File: config.mk
export PLATFORM = sky130hd
export DESIGN_NAME = pmp_csr_regs
export DESIGN_NICKNAME = d
export VERILOG_FILES = /design/src/rtl/pmp_csr_regs.sv
export SDC_FILE = /design/constraint.sdc
export NUM_CORES = 2
export LEC_CHECK = 0
export BUFFER_PORTS_ARGS = -buffer_cell sky130_fd_sc_hd__buf_4
export CORE_ASPECT_RATIO = 1.25
export CORE_UTILIZATION = 27
export CTS_CLUSTER_DIAMETER = 30
export DETAILED_ROUTE_END_ITERATION = 7
export SYNTH_ARGS = -nofsm -noshare
export SYNTH_HDL_FRONTEND = slang
export SYNTH_SLANG_ARGS = --single-unit
File: constraint.sdc
create_clock -name clk_i -period 3.31 [get_ports clk_i]
set_input_delay 0.662 -clock clk_i [delete_from_list [all_inputs] [get_ports clk_i]]
set_output_delay 0.662 -clock clk_i [all_outputs]
set_load 0.01 [all_outputs]
File: src/rtl/pmp_csr_regs.sv
// PMP configuration CSR block: holds pmpcfg/pmpaddr state for RV64, serves CSR
// requests over a valid/ready handshake and drives the per-entry matcher configuration.

package riscv;
  typedef enum logic [1:0] {
    OFF   = 2'b00,
    TOR   = 2'b01,
    NA4   = 2'b10,
    NAPOT = 2'b11
  } pmp_addr_mode_t;
endpackage

module pmp_csr_regs #(
  parameter int unsigned NR_ENTRIES = 16,
  parameter int unsigned PMP_LEN    = 54
) (
  input  logic                                  clk_i,
  input  logic                                  rst_ni,
  input  logic                                  req_valid_i,
  output logic                                  req_ready_o,
  input  logic                                  req_we_i,
  input  logic [11:0]                           req_addr_i,
  input  logic [63:0]                           req_wdata_i,
  output logic                                  rsp_valid_o,
  input  logic                                  rsp_ready_i,
  output logic [63:0]                           rsp_rdata_o,
  output logic                                  rsp_err_o,
  output logic                                  update_o,
  output logic [NR_ENTRIES-1:0][PMP_LEN-1:0]    conf_addr_o,
  output riscv::pmp_addr_mode_t [NR_ENTRIES-1:0] conf_mode_o,
  output logic [NR_ENTRIES-1:0][2:0]            conf_access_o,
  output logic [NR_ENTRIES-1:0]                 conf_locked_o
);

  localparam logic [15:0] IMPL_MASK = 16'((17'd1 << NR_ENTRIES) - 17'd1);
  localparam logic [7:0]  CFG_WMASK = 8'h9F;

  typedef enum logic {S_IDLE, S_RESP} state_e;

  state_e                state_q, state_d;
  logic                  accept;

  logic [7:0]            cfg_q  [16];
  logic [7:0]            cfg_d  [16];
  logic [PMP_LEN-1:0]    addr_q [16];
  logic [PMP_LEN-1:0]    addr_d [16];

  logic [63:0]           rdata_q, rdata_d;
  logic                  err_q, err_d;
  logic                  update_q, update_d;

  logic                  is_cfg, is_addr, changed;
  logic [15:0]           next_tor_lock;
  logic                  unused_wdata;

  assign unused_wdata = ^req_wdata_i;

  // ---------------------------------------------------------------------------
  // FSM: state register / next state / outputs
  // ---------------------------------------------------------------------------
  always_ff @(posedge clk_i or negedge rst_ni) begin
    if (!rst_ni) state_q <= S_IDLE;
    else         state_q <= state_d;
  end

  always_comb begin
    // NOTE: every combinational output gets a default first so no path leaves it unassigned (no latch).
    state_d = state_q;
    unique case (state_q)
      S_IDLE: if (req_valid_i) state_d = S_RESP;
      S_RESP: if (rsp_ready_i) state_d = S_IDLE;
      default: state_d = S_IDLE;
    endcase
  end

  always_comb begin
    req_ready_o = (state_q == S_IDLE);
    rsp_valid_o = (state_q == S_RESP);
  end

  assign accept = req_valid_i & req_ready_o;

  // An address register is also frozen when the entry above it is a locked TOR top.
  always_comb begin
    next_tor_lock = '0;
    for (int e = 0; e < 15; e++) begin
      next_tor_lock[e] = IMPL_MASK[e+1] & cfg_q[e+1][7] & (cfg_q[e+1][4:3] == 2'b01);
    end
  end

  // ---------------------------------------------------------------------------
  // Request decode, WARL legalization and read-data mux
  // ---------------------------------------------------------------------------
  always_comb begin
    // NOTE: combinational logic uses blocking '=' so later statements see earlier results.
    cfg_d   = cfg_q;
    addr_d  = addr_q;
    rdata_d = '0;
    changed = 1'b0;
    is_cfg  = (req_addr_i == 12'h3A0) || (req_addr_i == 12'h3A2);
    is_addr = (req_addr_i[11:4] == 8'h3B);
    err_d   = !(is_cfg || is_addr);

    for (int e = 0; e < 16; e++) begin
      if (accept && req_we_i && IMPL_MASK[e]) begin
        if (is_cfg && (req_addr_i[1] == (e >= 8)) && !cfg_q[e][7] &&
            !(req_wdata_i[(e%8)*8+1] && !req_wdata_i[(e%8)*8])) begin
          cfg_d[e] = req_wdata_i[(e%8)*8 +: 8] & CFG_WMASK;
        end
        if (is_addr && (req_addr_i[3:0] == 4'(e)) && !cfg_q[e][7] && !next_tor_lock[e]) begin
          addr_d[e] = req_wdata_i[PMP_LEN-1:0];
        end
      end
    end

    // Read data reflects the post-write state, so writes return the legalized value.
    for (int e = 0; e < 16; e++) begin
      if (IMPL_MASK[e]) begin
        if (is_cfg && (req_addr_i[1] == (e >= 8))) rdata_d[(e%8)*8 +: 8] = cfg_d[e];
        if (is_addr && (req_addr_i[3:0] == 4'(e))) rdata_d = 64'(addr_d[e]);
        if ((cfg_d[e] != cfg_q[e]) || (addr_d[e] != addr_q[e])) changed = 1'b1;
      end
    end

    update_d = accept & req_we_i & changed;
  end

  // ---------------------------------------------------------------------------
  // State registers
  // ---------------------------------------------------------------------------
  always_ff @(posedge clk_i or negedge rst_ni) begin
    if (!rst_ni) begin
      // NOTE: the CSR arrays are architectural state with defined reset values, so they are reset explicitly.
      for (int e = 0; e < 16; e++) begin
        cfg_q[e]  <= '0;
        addr_q[e] <= '0;
      end
      rdata_q  <= '0;
      err_q    <= 1'b0;
      update_q <= 1'b0;
    end else begin
      cfg_q    <= cfg_d;
      addr_q   <= addr_d;
      update_q <= update_d;
      if (accept) begin
        rdata_q <= rdata_d;
        err_q   <= err_d;
      end
    end
  end

  assign rsp_rdata_o = rdata_q;
  assign rsp_err_o   = err_q;
  assign update_o    = update_q;

  always_comb begin
    for (int e = 0; e < NR_ENTRIES; e++) begin
      conf_addr_o[e]   = addr_q[e];
      conf_mode_o[e]   = riscv::pmp_addr_mode_t'(cfg_q[e][4:3]);
      conf_access_o[e] = cfg_q[e][2:0];
      conf_locked_o[e] = cfg_q[e][7];
    end
  end

endmodule
Yosys cells after proc, flatten, opt, wreduce, memory -nomap -nowiden
Index checks and enable logic that the tools add are counted.

word-level totals
  bits in registers = 1059
  input port bits = 81
  output and inout bits = 1028
  word-level logic and storage cells = 393

operators by class
  eq/ne operators = 65
  mux-type cells = 115
  bitwise logic cells = 20
  reductions and logical operators = 157

operator list
  cell                                                    count
  2-to-1 mux 54 bit                                       33
  2-to-1 mux 64 bit                                       15
  != test 54 bit                                          16
  2-to-1 mux 8 bit                                        48
  != test 8 bit                                           16
  logical AND 1 bit                                       90
  logical NOT 1 bit                                       48
  equality test 4 bit (second input constant)             8
  equality test 2 x 1 -> 1 bit (second input constant)    15
  equality test 12 x 10 -> 1 bit (second input constant)  2
  AND 1 bit                                               18
  logical OR 1 bit                                        18
  2-to-1 mux 1 bit                                        18
  equality test 4 x 3 -> 1 bit (second input constant)    4
  equality test 4 x 2 -> 1 bit (second input constant)    2
  equality test 8 x 6 -> 1 bit (second input constant)    1
  equality test 4 x 1 -> 1 bit (second input constant)    1
  logical NOT 4 bit                                       1
  inverter 1 bit                                          2
  case mux 1 bit (2 select lines)                         1

Longest topological paths before layout
  depth in word-level cells = 39
  gate-level depth with buffers = 15
  depth with buffers taken out = 9

Worst setup path after synthesis
OpenSTA, ideal clock, no wires.

  kind = in2reg
  from = input req_addr_i[0]
  to = register rdata_q[12], in the netlist rsp_rdata_o[12]
  setup time = 87 ps
  arrival = 3584 ps
  required time = 3223 ps
  path slack = -360 ps
  stages = 11
  buffers on the path = 2
  cells stage by stage = or4_4 buf_6 or4_1 buf_2 nor3_2 mux2i_1 nand2b_1 o31ai_1 nand4_1 or4b_2 o211ai_1

RTL lines
  item                  line  source
  start, declared       22    input logic [11:0] req_addr_i,
  end signal, assigned  146   rdata_q <= rdata_d;
  end, declared         48    logic [63:0] rdata_q, rdata_d;

==> results.yml <==
place:
  hpwlAfterDp_mm: 549
  place_ws_ns: -1.60
  io_buffers: 1105
  place.gp.congestion: 1.16
final_layout:
  area_delta_synth_final_pct: 81.5
  layout_commonest_cell: "buf_4"
  drive_gt1_frac: 0.490
  nFillCells: 20700
  final_cell_mix: "buf_4, nand2_1, dfrtp_1"
  nets: 10000
clock_tree:
  path_clk_slew_ns: 0.05
  cts_tree: "yes"
  cts.sinks: 1059
  clock-root-buffer: "clkbuf_16"
  clock_latency_ns: 0.95
  h-tree-depth: 5
  cts_buffer_depth: 4
  cts_inserted_buffers: 339
sta:
  tightest_slew_ns: 1.54
  hold_violations: 0
  max_freq_ghz: 0.251
  setup_viol: 50
  setup_tns_ns: -12.59
  rsz0062_at_grt: "true"
  finalMaxSlewViolations: 4
  period_needed_ns: 3.98
  setup_slack_ns: -0.671
  slew_headroom: -0.0328
  clock-skew-final_ns: 0.0516
  period_share: 1.20
routing:
  drt_iter0_drc: 12900
  dr.pass1.iters: 8
  totalWireLength_mm: 671
  vias: 82100
  viasPerCell: 6.24
  drc_errors: 0
  ant_nets: 0
  wire_per_inst_um: 51.0
setup_path:
  cp_top_family: "simple AND/OR/NAND/NOR gates"
  r2r-end: "rsp_rdata_o[41]"
  r2r_slack_ns: -0.67
  crit_path_max_fanout: 3
  cp_num_buf_inv: 3
  cp-end-kind: "register"
  worstRegToRegCells: 12
  r2r_start: "rsp_valid_o"
  crit_path_max_incr_delay_ns: 0.55
  cp_data_required_time_ns: 4.12
  crit_top_cell: "a22oi_1"
  worstPathCellList: "or4bb_4 -> or4_4 -> buf_6 -> or3_4 -> buf_8 -> mux2i_2 -> a22oi_1 -> nand4b_1 -> buf_4 -> nor3b_4 -> o22ai_2 -> a22oi_1"
  critical-path-slowest-cell: "or4bb_4"
  critPathKind: "reg2reg"
  cp.arrival_ns: 4.79
  cp-start-kind: "register"
hold_path:
  hold_end: "conf_mode_o[15]"
  hold_depth: 3
  min-delay-start: "req_wdata_i[60]"
  min_path_type: "in2reg"
synthesis:
  netlist_instances: 6487
  synthArstFlopShare: 1.00
  ys_seq_area_frac: 0.450
  yosys_warnings: 0
  synth.area.top_cells: "dfrtp_1, nand2_1, xnor2_1, o21ai_0, xor2_1"
  avgSynthCellArea_um2: 9.07
  yosysTopAreaCell: "dfrtp_1"
  ys_types: 90
  syn_area_um2: 58900
  synth_fp_nets: 6568
  ys_ff_latch: 1059
  yosysTopAreaCellShare: 0.450
  synth_edf_count: 0
  synth_ff_type: "dfrtp_1"
floorplanning:
  die_h_um: 524
  die_w_um: 420
  num_io_pins: 1109
  std_cell_rows: 191
  dieArea_um2: 220000
  initial_core_util: 0.272
  core_area_um2: 217000
power_and_ir_drop:
  power_density_nw_per_um2: 485
  vdd_drop_max_mv: 0.405
  p_total_mw: 51.8
  power.leakage_nw: 53.1
outcome:
  status: "finished, violations left"
  violations: "max-capacitance violations, max-slew violations, negative setup slack"
global_routing:
  grt_pass1_vias: 76700
  track_usage: 0.589
  grt_max_degree: 88
  antenna_found_initial: 73
  grt.overflow.total: 0
  grt_pass1_wl_mm: 831
flow_run:
  maxCapViolCount: 2
[registers in the layout, indices dropped and copies added, names as in the netlist]
name           cells
conf_addr_o      864
rsp_rdata_o       64
conf_access_o     48
cfg_q             32
conf_mode_o       32
conf_locked_o     16
rsp_err_o          1
rsp_valid_o        1
update_o           1
[report_power, final]
part | internal [mW] | switching (mW)
registers | 13.1 | 0.144
clock network | 23.3 | 10.4
logic | 1.55 | 3.35
[final cells by class]
type                            instances  area [um2]  share of cell area
Multi-Input combinational cell       4670       32500               0.304
Tap cell                             2895        3620              0.0339
Antenna cell                           62         155             0.00145
Clock inverter                        119        1620              0.0151
Inverter                              116         443             0.00415
Sequential cell                      1059       26500               0.248
Clock buffer                          482        9990              0.0935
Timing Repair Buffer                 3750       32000               0.300
[cells in the mapped netlist, types with 11 or more instances]
library cell  number
o211ai_1          13
buf_4             96
xor2_1           314
clkbuf_1         459
o2111ai_1         18
nor4_1            94
a22o_1            29
o21ai_0          674
buf_1             75
o31ai_1           17
nor3_1            85
nor2_1           178
and3_1            21
a222oi_1          25
a211oi_1          28
buf_2             11
a41oi_1           17
a221o_1           23
a31oi_1           58
a21o_1            24
a22oi_1          176
or3_1             21
a21oi_1          144
nor2b_1           19
and2_1            43
o221ai_1          34
mux2i_1           35
o22ai_1          128
nand4_1          104
o22a_1            12
xnor2_1          485
nand3_1           84
nand2b_1          16
mux2_2           222
a2111oi_0         18
nand2_1         1255
a221oi_1          49
inv_1            112
o32ai_1           18
dfrtp_1         1059
[worst min-delay path: stages]
cell	delay, ns
buf_4	0.11
nand2_1	0.04
o21ai_0	0.10
[what timing repair did]
action / in CTS / in global routing
endpoints found under the setup margin: 55 / 55
resized for setup: 542 / 348
hold buffers: 2 / 0
cloned: 5 / 5
hold endpoints to repair: 35 / 0
pin swaps: 162 / 189
buffers inserted: 86 / 91
[through the flow]
| stage | std cells | cell area (um2) | utilization | hold WS, ns |
|---|---|---|---|---|
| finish | 13200 | 107000 | 0.493 | 0.0454 |
| global route | 13100 | 107000 | 0.492 | 0.0923 |
| CTS | 13000 | 105000 | 0.482 | 0.0538 |
| detailed placement | 12300 | 90000 | 0.415 | 0.475 |
| global placement | 12300 | 89900 | 0.415 | 0.476 |
| floorplan | 6487 | 59000 | - | 0.366 |
[kinds of logic after synthesis]
kind of cell / count (synthesis) / share of synthesized area
and+or+nand+nor: 2003 / 0.152
AOI/OAI and AO/OA: 1606 / 0.175
DFF: 1059 / 0.450
xor gates and xnor gates: 799 / 0.119
buffers and inverters: 759 / 0.0550
muxes: 261 / 0.0495
[how the worst max path moves through the flow]
stage / cells after the start / startpoint / end
after floorplan: 12 / req_addr_i[0] / rsp_rdata_o[1]
after global placement: 16 / req_addr_i[3] / rsp_rdata_o[21]
after detailed placement: 12 / req_wdata_i[2] / update_o
after CTS: 12 / rsp_valid_o / rsp_rdata_o[41]
after global routing: 12 / rsp_valid_o / rsp_rdata_o[41]
final: 12 / rsp_valid_o / rsp_rdata_o[41]
[layer usage]
metal	wire, um	vias to the layer above	GRT usage
met5	253	-	0.00130
met4	98200	28	0.684
met3	77900	2967	0.203
met2	268000	8263	0.824
met1	227000	40900	0.652
li1	-	29900	-
(Power assumes the default switching activity.)
